$ cat src/rtl/mips_pkg.sv
// mips_pkg: opcodes, functs, FSM states, ALU codes and decode helpers for the multicycle core
package mips_pkg;
  localparam logic [5:0] OP_RTYPE = 6'h00;
  localparam logic [5:0] OP_J     = 6'h02;
  localparam logic [5:0] OP_BEQ   = 6'h04;
  localparam logic [5:0] OP_BNE   = 6'h05;
  localparam logic [5:0] OP_ADDI  = 6'h08;
  localparam logic [5:0] OP_LW    = 6'h23;
  localparam logic [5:0] OP_SW    = 6'h2B;
  localparam logic [5:0] F_SLL = 6'h00;
  localparam logic [5:0] F_SRL = 6'h02;
  localparam logic [5:0] F_ADD = 6'h20;
  localparam logic [5:0] F_SUB = 6'h22;
  localparam logic [5:0] F_AND = 6'h24;
  localparam logic [5:0] F_OR  = 6'h25;
  localparam logic [5:0] F_SLT = 6'h2A;
  typedef enum logic [2:0] {S_FETCH, S_DECODE, S_EXEC, S_MEM, S_WB, S_HALT} state_t;
  typedef enum logic [2:0] {ALU_ADD, ALU_SUB, ALU_AND, ALU_OR, ALU_SLT, ALU_SLL, ALU_SRL} aluOp_t;
  function automatic logic isLegal(input logic [5:0] op, input logic [5:0] fn);
    return op == OP_RTYPE ? fn inside {F_ADD, F_SUB, F_AND, F_OR, F_SLT, F_SLL, F_SRL}
                          : op inside {OP_LW, OP_SW, OP_BEQ, OP_BNE, OP_ADDI, OP_J};
  endfunction
  // Non-R-type instructions only ever need the adder (addi, lw/sw address).
  function automatic aluOp_t aluSel(input logic [5:0] op, input logic [5:0] fn);
    return op != OP_RTYPE ? ALU_ADD :
           fn == F_SUB ? ALU_SUB : fn == F_AND ? ALU_AND : fn == F_OR ? ALU_OR :
           fn == F_SLT ? ALU_SLT : fn == F_SLL ? ALU_SLL : fn == F_SRL ? ALU_SRL : ALU_ADD;
  endfunction
  function automatic logic [31:0] aluCalc(input aluOp_t op, input logic [31:0] x, input logic [31:0] y,
                                          input logic [4:0] sh);
    case (op)
      ALU_SUB: return x - y;
      ALU_AND: return x & y;
      ALU_OR:  return x | y;
      ALU_SLT: return {31'b0, $signed(x) < $signed(y)};
      ALU_SLL: return y << sh;
      ALU_SRL: return y >> sh;
      default: return x + y;
    endcase
  endfunction
endpackage

$ cat src/rtl/multicycle_control.sv
// multicycle_control: instruction-sequencing FSM, control strobes and memory wait-limit watchdog
module multicycle_control
  import mips_pkg::*;
#(
  parameter int WAIT_LIMIT = 0
) (
  input  logic       clk,
  input  logic       rst,
  input  logic [5:0] opcode,
  input  logic [5:0] funct,
  input  logic       memReady,
  input  logic [1:0] addrLow,
  input  logic       equal,
  output logic       memReq,
  output logic       memWe,
  output logic       addrSel,
  output logic       irWrite,
  output logic       decWrite,
  output logic       aluOutWrite,
  output logic       mdrWrite,
  output logic       regWrite,
  output logic       pcInc,
  output logic       pcBranch,
  output logic       pcJump,
  output logic       halt,
  output aluOp_t     aluOp
);
  state_t state, next;
  logic [31:0] waitCnt;
  logic timeout;
  assign timeout = WAIT_LIMIT != 0 && memReq && !memReady && waitCnt == 32'(WAIT_LIMIT - 1);
  always_ff @(posedge clk) begin
    if (!rst) begin
      state   <= S_FETCH;
      waitCnt <= '0;
    end else begin
      state   <= next;
      waitCnt <= (memReq && !memReady) ? waitCnt + 32'd1 : '0;
    end
  end
  always_comb begin
    next        = state;
    memReq      = rst && (state == S_FETCH || state == S_MEM);
    memWe       = memReq && state == S_MEM && opcode == OP_SW;
    addrSel     = state == S_MEM;
    irWrite     = memReq && state == S_FETCH && memReady;
    decWrite    = state == S_DECODE;
    aluOutWrite = state == S_EXEC;
    mdrWrite    = memReq && state == S_MEM && memReady && opcode == OP_LW;
    regWrite    = state == S_WB;
    pcInc       = irWrite;
    pcBranch    = state == S_EXEC && (opcode == OP_BEQ ? equal : opcode == OP_BNE && !equal);
    pcJump      = state == S_EXEC && opcode == OP_J;
    halt        = state == S_HALT;
    aluOp       = aluSel(opcode, funct);
    case (state)
      S_FETCH:  next = timeout ? S_HALT : memReady ? S_DECODE : S_FETCH;
      S_DECODE: next = isLegal(opcode, funct) ? S_EXEC : S_HALT;
      S_EXEC:   next = (opcode == OP_LW || opcode == OP_SW) ? (addrLow != 2'b00 ? S_HALT : S_MEM) :
                       (opcode == OP_RTYPE || opcode == OP_ADDI) ? S_WB : S_FETCH;
      S_MEM:    next = timeout ? S_HALT : !memReady ? S_MEM : opcode == OP_LW ? S_WB : S_FETCH;
      S_WB:     next = S_FETCH;
      default:  next = S_HALT;
    endcase
  end
endmodule

$ cat src/rtl/multicycle_core.sv
// multicycle_core: multi-cycle MIPS-subset datapath sharing one ALU and one req/ready memory port
module multicycle_core
  import mips_pkg::*;
#(
  parameter logic [31:0] RESET_PC   = 32'h0000_0000,
  parameter int          WAIT_LIMIT = 0
) (
  input  logic        clk,
  input  logic        rst,
  output logic        mem_req,
  output logic        mem_we,
  output logic [31:0] mem_addr,
  output logic [31:0] mem_wdata,
  input  logic [31:0] mem_rdata,
  input  logic        mem_ready,
  output logic        halt,
  output logic [31:0] pc_out
);
  logic [31:0] pc, ir, a, b, imm, aluOut, mdr, aluRes, wrData;
  logic [31:0] regFile [32];
  logic [4:0] wrReg;
  logic addrSel, irWrite, decWrite, aluOutWrite, mdrWrite, regWrite, pcInc, pcBranch, pcJump;
  aluOp_t aluOp;
  multicycle_control #(.WAIT_LIMIT(WAIT_LIMIT)) control (
    .clk(clk), .rst(rst), .opcode(ir[31:26]), .funct(ir[5:0]), .memReady(mem_ready),
    .addrLow(aluRes[1:0]), .equal(a == b), .memReq(mem_req), .memWe(mem_we), .addrSel(addrSel),
    .irWrite(irWrite), .decWrite(decWrite), .aluOutWrite(aluOutWrite), .mdrWrite(mdrWrite),
    .regWrite(regWrite), .pcInc(pcInc), .pcBranch(pcBranch), .pcJump(pcJump), .halt(halt),
    .aluOp(aluOp)
  );
  always_comb begin
    aluRes    = aluCalc(aluOp, a, ir[31:26] == OP_RTYPE ? b : imm, ir[10:6]);
    wrReg     = ir[31:26] == OP_RTYPE ? ir[15:11] : ir[20:16];
    wrData    = ir[31:26] == OP_LW ? mdr : aluOut;
    mem_addr  = addrSel ? aluOut : pc;
    mem_wdata = b;
    pc_out    = pc;
  end
  // Branch offsets apply to the PC already advanced during fetch.
  always_ff @(posedge clk) begin
    if (!rst) begin
      pc     <= RESET_PC;
      ir     <= '0;
      a      <= '0;
      b      <= '0;
      imm    <= '0;
      aluOut <= '0;
      mdr    <= '0;
      for (int i = 0; i < 32; i++) regFile[i] <= '0;
    end else begin
      if (irWrite) ir <= mem_rdata;
      if (pcInc) pc <= pc + 32'd4;
      else if (pcBranch) pc <= pc + {imm[29:0], 2'b00};
      else if (pcJump) pc <= {pc[31:28], ir[25:0], 2'b00};
      if (decWrite) begin
        a   <= regFile[ir[25:21]];
        b   <= regFile[ir[20:16]];
        imm <= {{16{ir[15]}}, ir[15:0]};
      end
      if (aluOutWrite) aluOut <= aluRes;
      if (mdrWrite) mdr <= mem_rdata;
      if (regWrite && wrReg != 5'd0) regFile[wrReg] <= wrData;
    end
  end
endmodule
$ cat config.mk
export PLATFORM = sky130hd
export DESIGN_NAME = multicycle_core
export DESIGN_NICKNAME = d
export VERILOG_FILES = /design/src/rtl/mips_pkg.sv /design/src/rtl/multicycle_control.sv /design/src/rtl/multicycle_core.sv
export SDC_FILE = /design/constraint.sdc
export NUM_CORES = 2
export LEC_CHECK = 0
export ABC_AREA = 0
export BUFFER_PORTS_ARGS = -buffer_cell sky130_fd_sc_hd__buf_2
export CORE_ASPECT_RATIO = 2
export CORE_MARGIN = 2
export CORE_UTILIZATION = 57
export CTS_BUF_LIST = sky130_fd_sc_hd__clkbuf_2 sky130_fd_sc_hd__clkbuf_4 sky130_fd_sc_hd__clkbuf_8
export CTS_CLUSTER_DIAMETER = 200
export DETAILED_ROUTE_END_ITERATION = 10
export HOLD_SLACK_MARGIN = 0.1
export MAX_ROUTING_LAYER = met4
export PLACE_DENSITY = 0.83
export SLEW_MARGIN = 20
export SYNTH_ARGS = -nofsm -noshare
export SYNTH_HDL_FRONTEND = slang
export SYNTH_HIERARCHICAL = 1
export SYNTH_SLANG_ARGS = --single-unit
$ cat constraint.sdc
create_clock -name clk -period 7.9 [get_ports clk]
set_input_delay 1.58 -clock clk [delete_from_list [all_inputs] [get_ports clk]]
set_output_delay 1.58 -clock clk [all_outputs]
set_load 0.01 [all_outputs]
; ---- After elaboration in Yosys (flattened, before gate mapping)
; Memories as Yosys holds them, arrays and structs flattened. A register that Yosys moved wholly into a read port is not among the register bits.
; Cells that the tools add are included.
[word_totals]
ram_bits = 1024
reg_bits = 147
mem_count = 1
output_inout_bits = 99
[classes]
reduce_logical = 28
bitwise_logic = 2
add_sub_neg = 4
muxes = 32
n_eq_ne = 24
shifts = 2
n_lt_le_gt_ge = 1
[memory_table]
columns = name, words, word_bits, read_ports, rd_ports_with_merged_regs, wr, line
row1 = regFile, 32, 32, 2, 2, 32, multicycle_core.sv:20  ; logic [31:0] regFile [32];
[ops]
columns = op, n
row1 = 32-bit 2-to-1 mux, 6
row2 = 32-bit one-hot mux with 6 select lines, 1
row3 = 32-bit adder, 2
row4 = 6-bit == test (second input constant), 7
row5 = 3-bit 2-to-1 mux, 13
row6 = 32-bit by 3-bit adder with 32-bit output (second input constant), 1
row7 = 32-bit bitwise AND, 1
row8 = 32-bit == test, 1
row9 = 32-bit < comparator, 1
row10 = 32-bit bitwise OR, 1
row11 = 32-bit OR reduction, 1
row12 = 32-bit by 5-bit << shifter with 32-bit output, 1
row13 = 32-bit by 5-bit >> shifter with 32-bit output, 1
row14 = 32-bit subtractor, 1
row15 = 28-bit 2-to-1 mux, 1
row16 = 3-bit == test (second input constant), 5
row17 = 3-bit one-hot mux with 5 select lines, 1
row18 = 3-bit by 2-bit == test with 1-bit output (second input constant), 4
row19 = 6-bit by 2-bit == test with 1-bit output (second input constant), 2
row20 = 6-bit by 3-bit == test with 1-bit output (second input constant), 2
row21 = 6-bit logical NOT, 2
row22 = 6-bit nonzero test, 2
row23 = 1-bit logical AND, 11
row24 = 5-bit 2-to-1 mux, 2
row25 = other kinds (10), 23

; ---- Depth between registers and ports, before layout
[logic_depth]
word_depth = 14
ltp_mapped = 23

; ---- By module
; Netlist, hierarchy kept.
[modules_own_cells]
columns = module, area_each_um2, seq_area_each_um2, instances, cells_per_inst
row1 = multicycle_core, 70103.5, 34873.4, 1, 5587
row2 = multicycle_control, 529.3, 60.1, 1, 76

; ---- Worst setup path after synthesis
; No wires, ideal clock.
[synth_path]
kind = flip-flop to flip-flop
start = register ir[31]
end = register control.state[1]
n_path_buf = 5
t_arrival_ns = 4.530
stages_incl_launch_ff = 20
required_time_ns = 7.840
path_slack_ns = 3.309
cell_sequence = dfxtp_1 -> nor3_2 -> and2_1 -> buf_2 -> buf_2 -> buf_1 -> clkbuf_1 -> nand2_1 -> nand2_1 -> inv_1 -> ha_1 -> clkbuf_1 -> o31a_1 -> a41o_1 -> o31ai_1 -> a31oi_1 -> a21o_1 -> or4_1 -> o21ai_0 -> a32o_1
[synth_via]
elab_chain_cells = 8
[synth_rtl]
columns = item, line
row1 = "start, declared", multicycle_core.sv:19  ; logic [31:0] pc, ir, a, b, imm, aluOut, mdr, aluRes, wrData;
row2 = "start signal, assigned", multicycle_core.sv:51  ; if (irWrite) ir <= mem_rdata;
row3 = 6-bit logical NOT or 6-bit nonzero test (tied branches), "multicycle_core.sv:32, mips_pkg.sv:25"
row4 = 32-bit 2-to-1 mux or 3-bit 2-to-1 mux (tied branches), "multicycle_core.sv:32, mips_pkg.sv:25"
row5 = "32-bit adder, or another cell as far along", mips_pkg.sv:38  ; default: return x + y;
row6 = 32-bit one-hot mux with 6 select lines (*), mips_pkg.sv:31  ; case (op)
row7 = named net aluRes[0], multicycle_core.sv:19
row8 = 2-bit nonzero test (*), multicycle_control.sv:59  ; S_EXEC: next = (opcode == OP_LW || opcode == OP_SW) ? (addrLow != 2'b00 ? S_HALT : S_MEM) :
row9 = 3-bit 2-to-1 mux (*) (2 in a row), multicycle_control.sv:59
row10 = 3-bit one-hot mux with 5 select lines (*), multicycle_control.sv:56  ; case (state)
row11 = "end signal, assigned", multicycle_control.sv:37  ; state <= next;
row12 = "end, declared", multicycle_control.sv:28  ; state_t state, next;
; The timed path passes the listed nets; every way through them passes the cells marked *.
; A chain may end at the register's enable or synchronous reset.

; ---- Worst setup path after layout
[layout_path]
start = register ir[28]
end = register control.state[1]
; The elaborated chain is that of the path after synthesis.

==> reports/metrics.yaml <==
status: "finished with violations"
violations: "capacitance limit, slew limit"
grt_max_degree: 130
ys_seq_area_share_pct: 49.5
synth_cell_types: 86
peakVddDrop_mv: 0.156
die_y_um: 502
ant_nets: 0
cts_buffer_depth: 3
clock_latency_ps: 960
drtIter0Drc: 9627
cts-resized-gates: 0
io_buffers: 131
drv_cap: 1
grt_pass1_wl_mm: 415
slew_headroom_pct: -28.8
clockRootBuffer: "clkbuf_8"
wl_mm: 288
synthTopCellsByCount: "nor2_1 (1294), edfxtp_1 (1024), mux4_2 (665)"
drive_above_1_share_pct: 25.6
h-tree-depth: 4
fp.dieArea_um2: 127000
cts_tree: "yes"
yosys_register_bits: 1233
crit_type: "reg -> reg"
cts_made_buffers: 169
tightest_slew_ps: 1930
worst-path-max-fanout: 18
critical_path.max_stage_delay_ps: 800
ios: 134
fmax_ghz: 0.148
synth_edf_count: 1024
setup_viol: 0
cp-end-kind: "flop"
clkTransAtPathRegs_ps: 70
period_share_pct: 85.7
start_util_pct: 57.4
row_count: 182
syn_area_per_cell_um2: 12.5
hold_violations: 0
crit_top_cell: "o21ai_0"
cpMaxStageDelayCell: "nand4_1"
finalCoreUtilization_pct: 62.9
syn-cell-area_um2: 70600
rsz0062_at_grt: "false"
ys.flop_type: "edfxtp_1"
die-width_um: 253
grt.overflow.total: 0
powerDensity_nw_per_um2: 307
wire_per_inst_um: 38.9
fill_cells: 8821
cellLeakagePower_nw: 25.7
cts_sinks: 1233
place_congestion: 1.25
synthArstFlopShare_pct: 0
cts_hold_buffers: 0
dpl.hpwl_mm: 195
core_area_um2: 123000
netlist.area_leader.share_pct: 43.5
crit_path_start_kind: "flop"
via_per_inst: 7.55
synthCells: 5663
arrival_ps: 7650
yosys_warnings: 6
syn_to_final_growth_pct: 9.55
final_nets: 5831
yosys-top-cells-area: "edfxtp_1 (44%), mux4_2 (21%), nor2_1 (6.9%)"
post-route-min-period_ps: 6770
drv_slew: 3
synth_most_common_cell: "nor2_1"
yosys.area.top_type: "edfxtp_1"
post-cts-setup-buffers: 0
grt.total_usage_pct: 48.9
antenna_found_initial: 39
grt_pass1_vias: 55600
tns_ps: 0
drc_errors: 0
drt_first_pass_iters: 9
num_vias: 56000
hp-class: "reg -> reg"
clock_skew_ps: 73.2
path_cells: "nor3_2 > nand2_4 > mux2i_1 > ha_1 > inv_1 > o21ai_0 > o221ai_1 > o31a_1 > nand4_1 > a41o_1 > o31ai_1 > buf_4 > a31oi_1 > a21o_1 > or4_1 > o21ai_0 > a32o_1"
required_ps: 8780
==> cell usage in the layout (no fill, tap or decap), types with 25 or more instances in the layout <==
cell,synthesis,layout
mux4_2,665,665
buf_4,3,174
dfxtp_1,209,196
mux2i_1,285,242
xor2_1,45,38
ha_1,127,127
a21o_1,25,25
nor2b_1,29,29
clkinv_1,0,34
conb_1,1,34
xnor2_1,35,34
o21ai_0,147,144
mux2i_2,4,31
inv_1,132,130
mux2_2,36,36
nand3_1,51,51
a211oi_1,114,112
clkbuf_8,0,176
nand2_1,230,181
edfxtp_1,1024,1024
diode_2,0,51
buf_2,37,130
a31oi_1,35,32
a21oi_1,202,196
nor3_1,46,42
clkbuf_4,0,48
nor2_1,1294,1291
nand2_2,0,45
==> flip-flops by register name (all words and copies together) (netlist names) <==
register       cells
regFile         1024
a                 32
aluOut            32
ir                32
mdr               32
mem_wdata         32
pc_out            30
imm               16
control/state      3
==> power breakdown <==
part / leakage (nW) / internal [mW] / switching [mW]
logic: 11.6 / 3.37 / 6.65
clock network: 1.85 / 2.72 / 2.63
registers: 12.3 / 7.47 / 0.906
==> stage by stage <==
stage                     hold WS (ps)  std cells  power [mW]  cell area, um2  worst slack (ps)
after detailed placement           504       7039        17.4           73200              2210
after floorplan                    460       5696        13.6           70800              3310
final                              522       7415        23.7           77400              1130
after global routing               537       7408        24.1           77400              1070
after global placement             492       7039        17.3           73200              2220
after CTS                          521       7344        22.6           76700              2190
==> final timing paths <==
check | end | slack [ps] | depth (start not counted) | startpoint
min reg2reg | mdr[19] | 520 | 2 | mdr[19]
min | mdr[19] | 520 | 2 | mdr[19]
max | control/state[1] | 1130 | 17 | ir[28]
max reg2reg | control/state[1] | 1130 | 17 | ir[28]
==> kinds of logic (layout without fill, tap and decap cells) <==
logic type               count (synthesis)  after routing  synth area share [%]
other                                    1             85               0.00531
AND/OR/NAND/NOR                       1804           1804                  10.5
flip-flops                            1233           1233                  49.5
adder cells (fa/ha/maj)                130            130                  2.33
buffers and inverters                  663            767                  3.64
AO/OA/AOI/OAI                          760            760                  7.08
multiplexers                           992            992                  26.0
XOR/XNOR                                80             80                 0.992
==> final cells by class <==
cell class	count	area (um2)	area share [%]
repair buffers	328	2340	3.02
clock buffers	224	2780	3.60
diodes	51	128	0.165
inverters	134	510	0.660
clock inverters	81	754	0.975
multi-input cells	3800	33900	43.9
well taps	1564	1960	2.53
flip-flops and latches	1233	35000	45.2
==> metal layers <==
| metal | vias to the layer above | track usage, % | routed length (um) |
|---|---|---|---|
| li1 | 21500 | - | - |
| met1 | 26900 | 44.4 | 77400 |
| met2 | 5521 | 71.9 | 135000 |
| met3 | 2047 | 24.0 | 37200 |
| met4 | 0 | 49.9 | 39000 |
| met5 | - | - | 0 |
==> critical path: cells and delay by family, from the launching register on <==
| kind | cells | cell delay, ps |
|---|---|---|
| adder cells (fa/ha/maj) | 1 | 430 |
| flip-flops | 1 | 430 |
| AO/OA/AOI/OAI | 9 | 2720 |
| AND/OR/NAND/NOR | 4 | 2050 |
| multiplexers | 1 | 680 |
| buffers and inverters | 2 | 360 |
No activity file was read; power rests on OpenSTA's default activity.
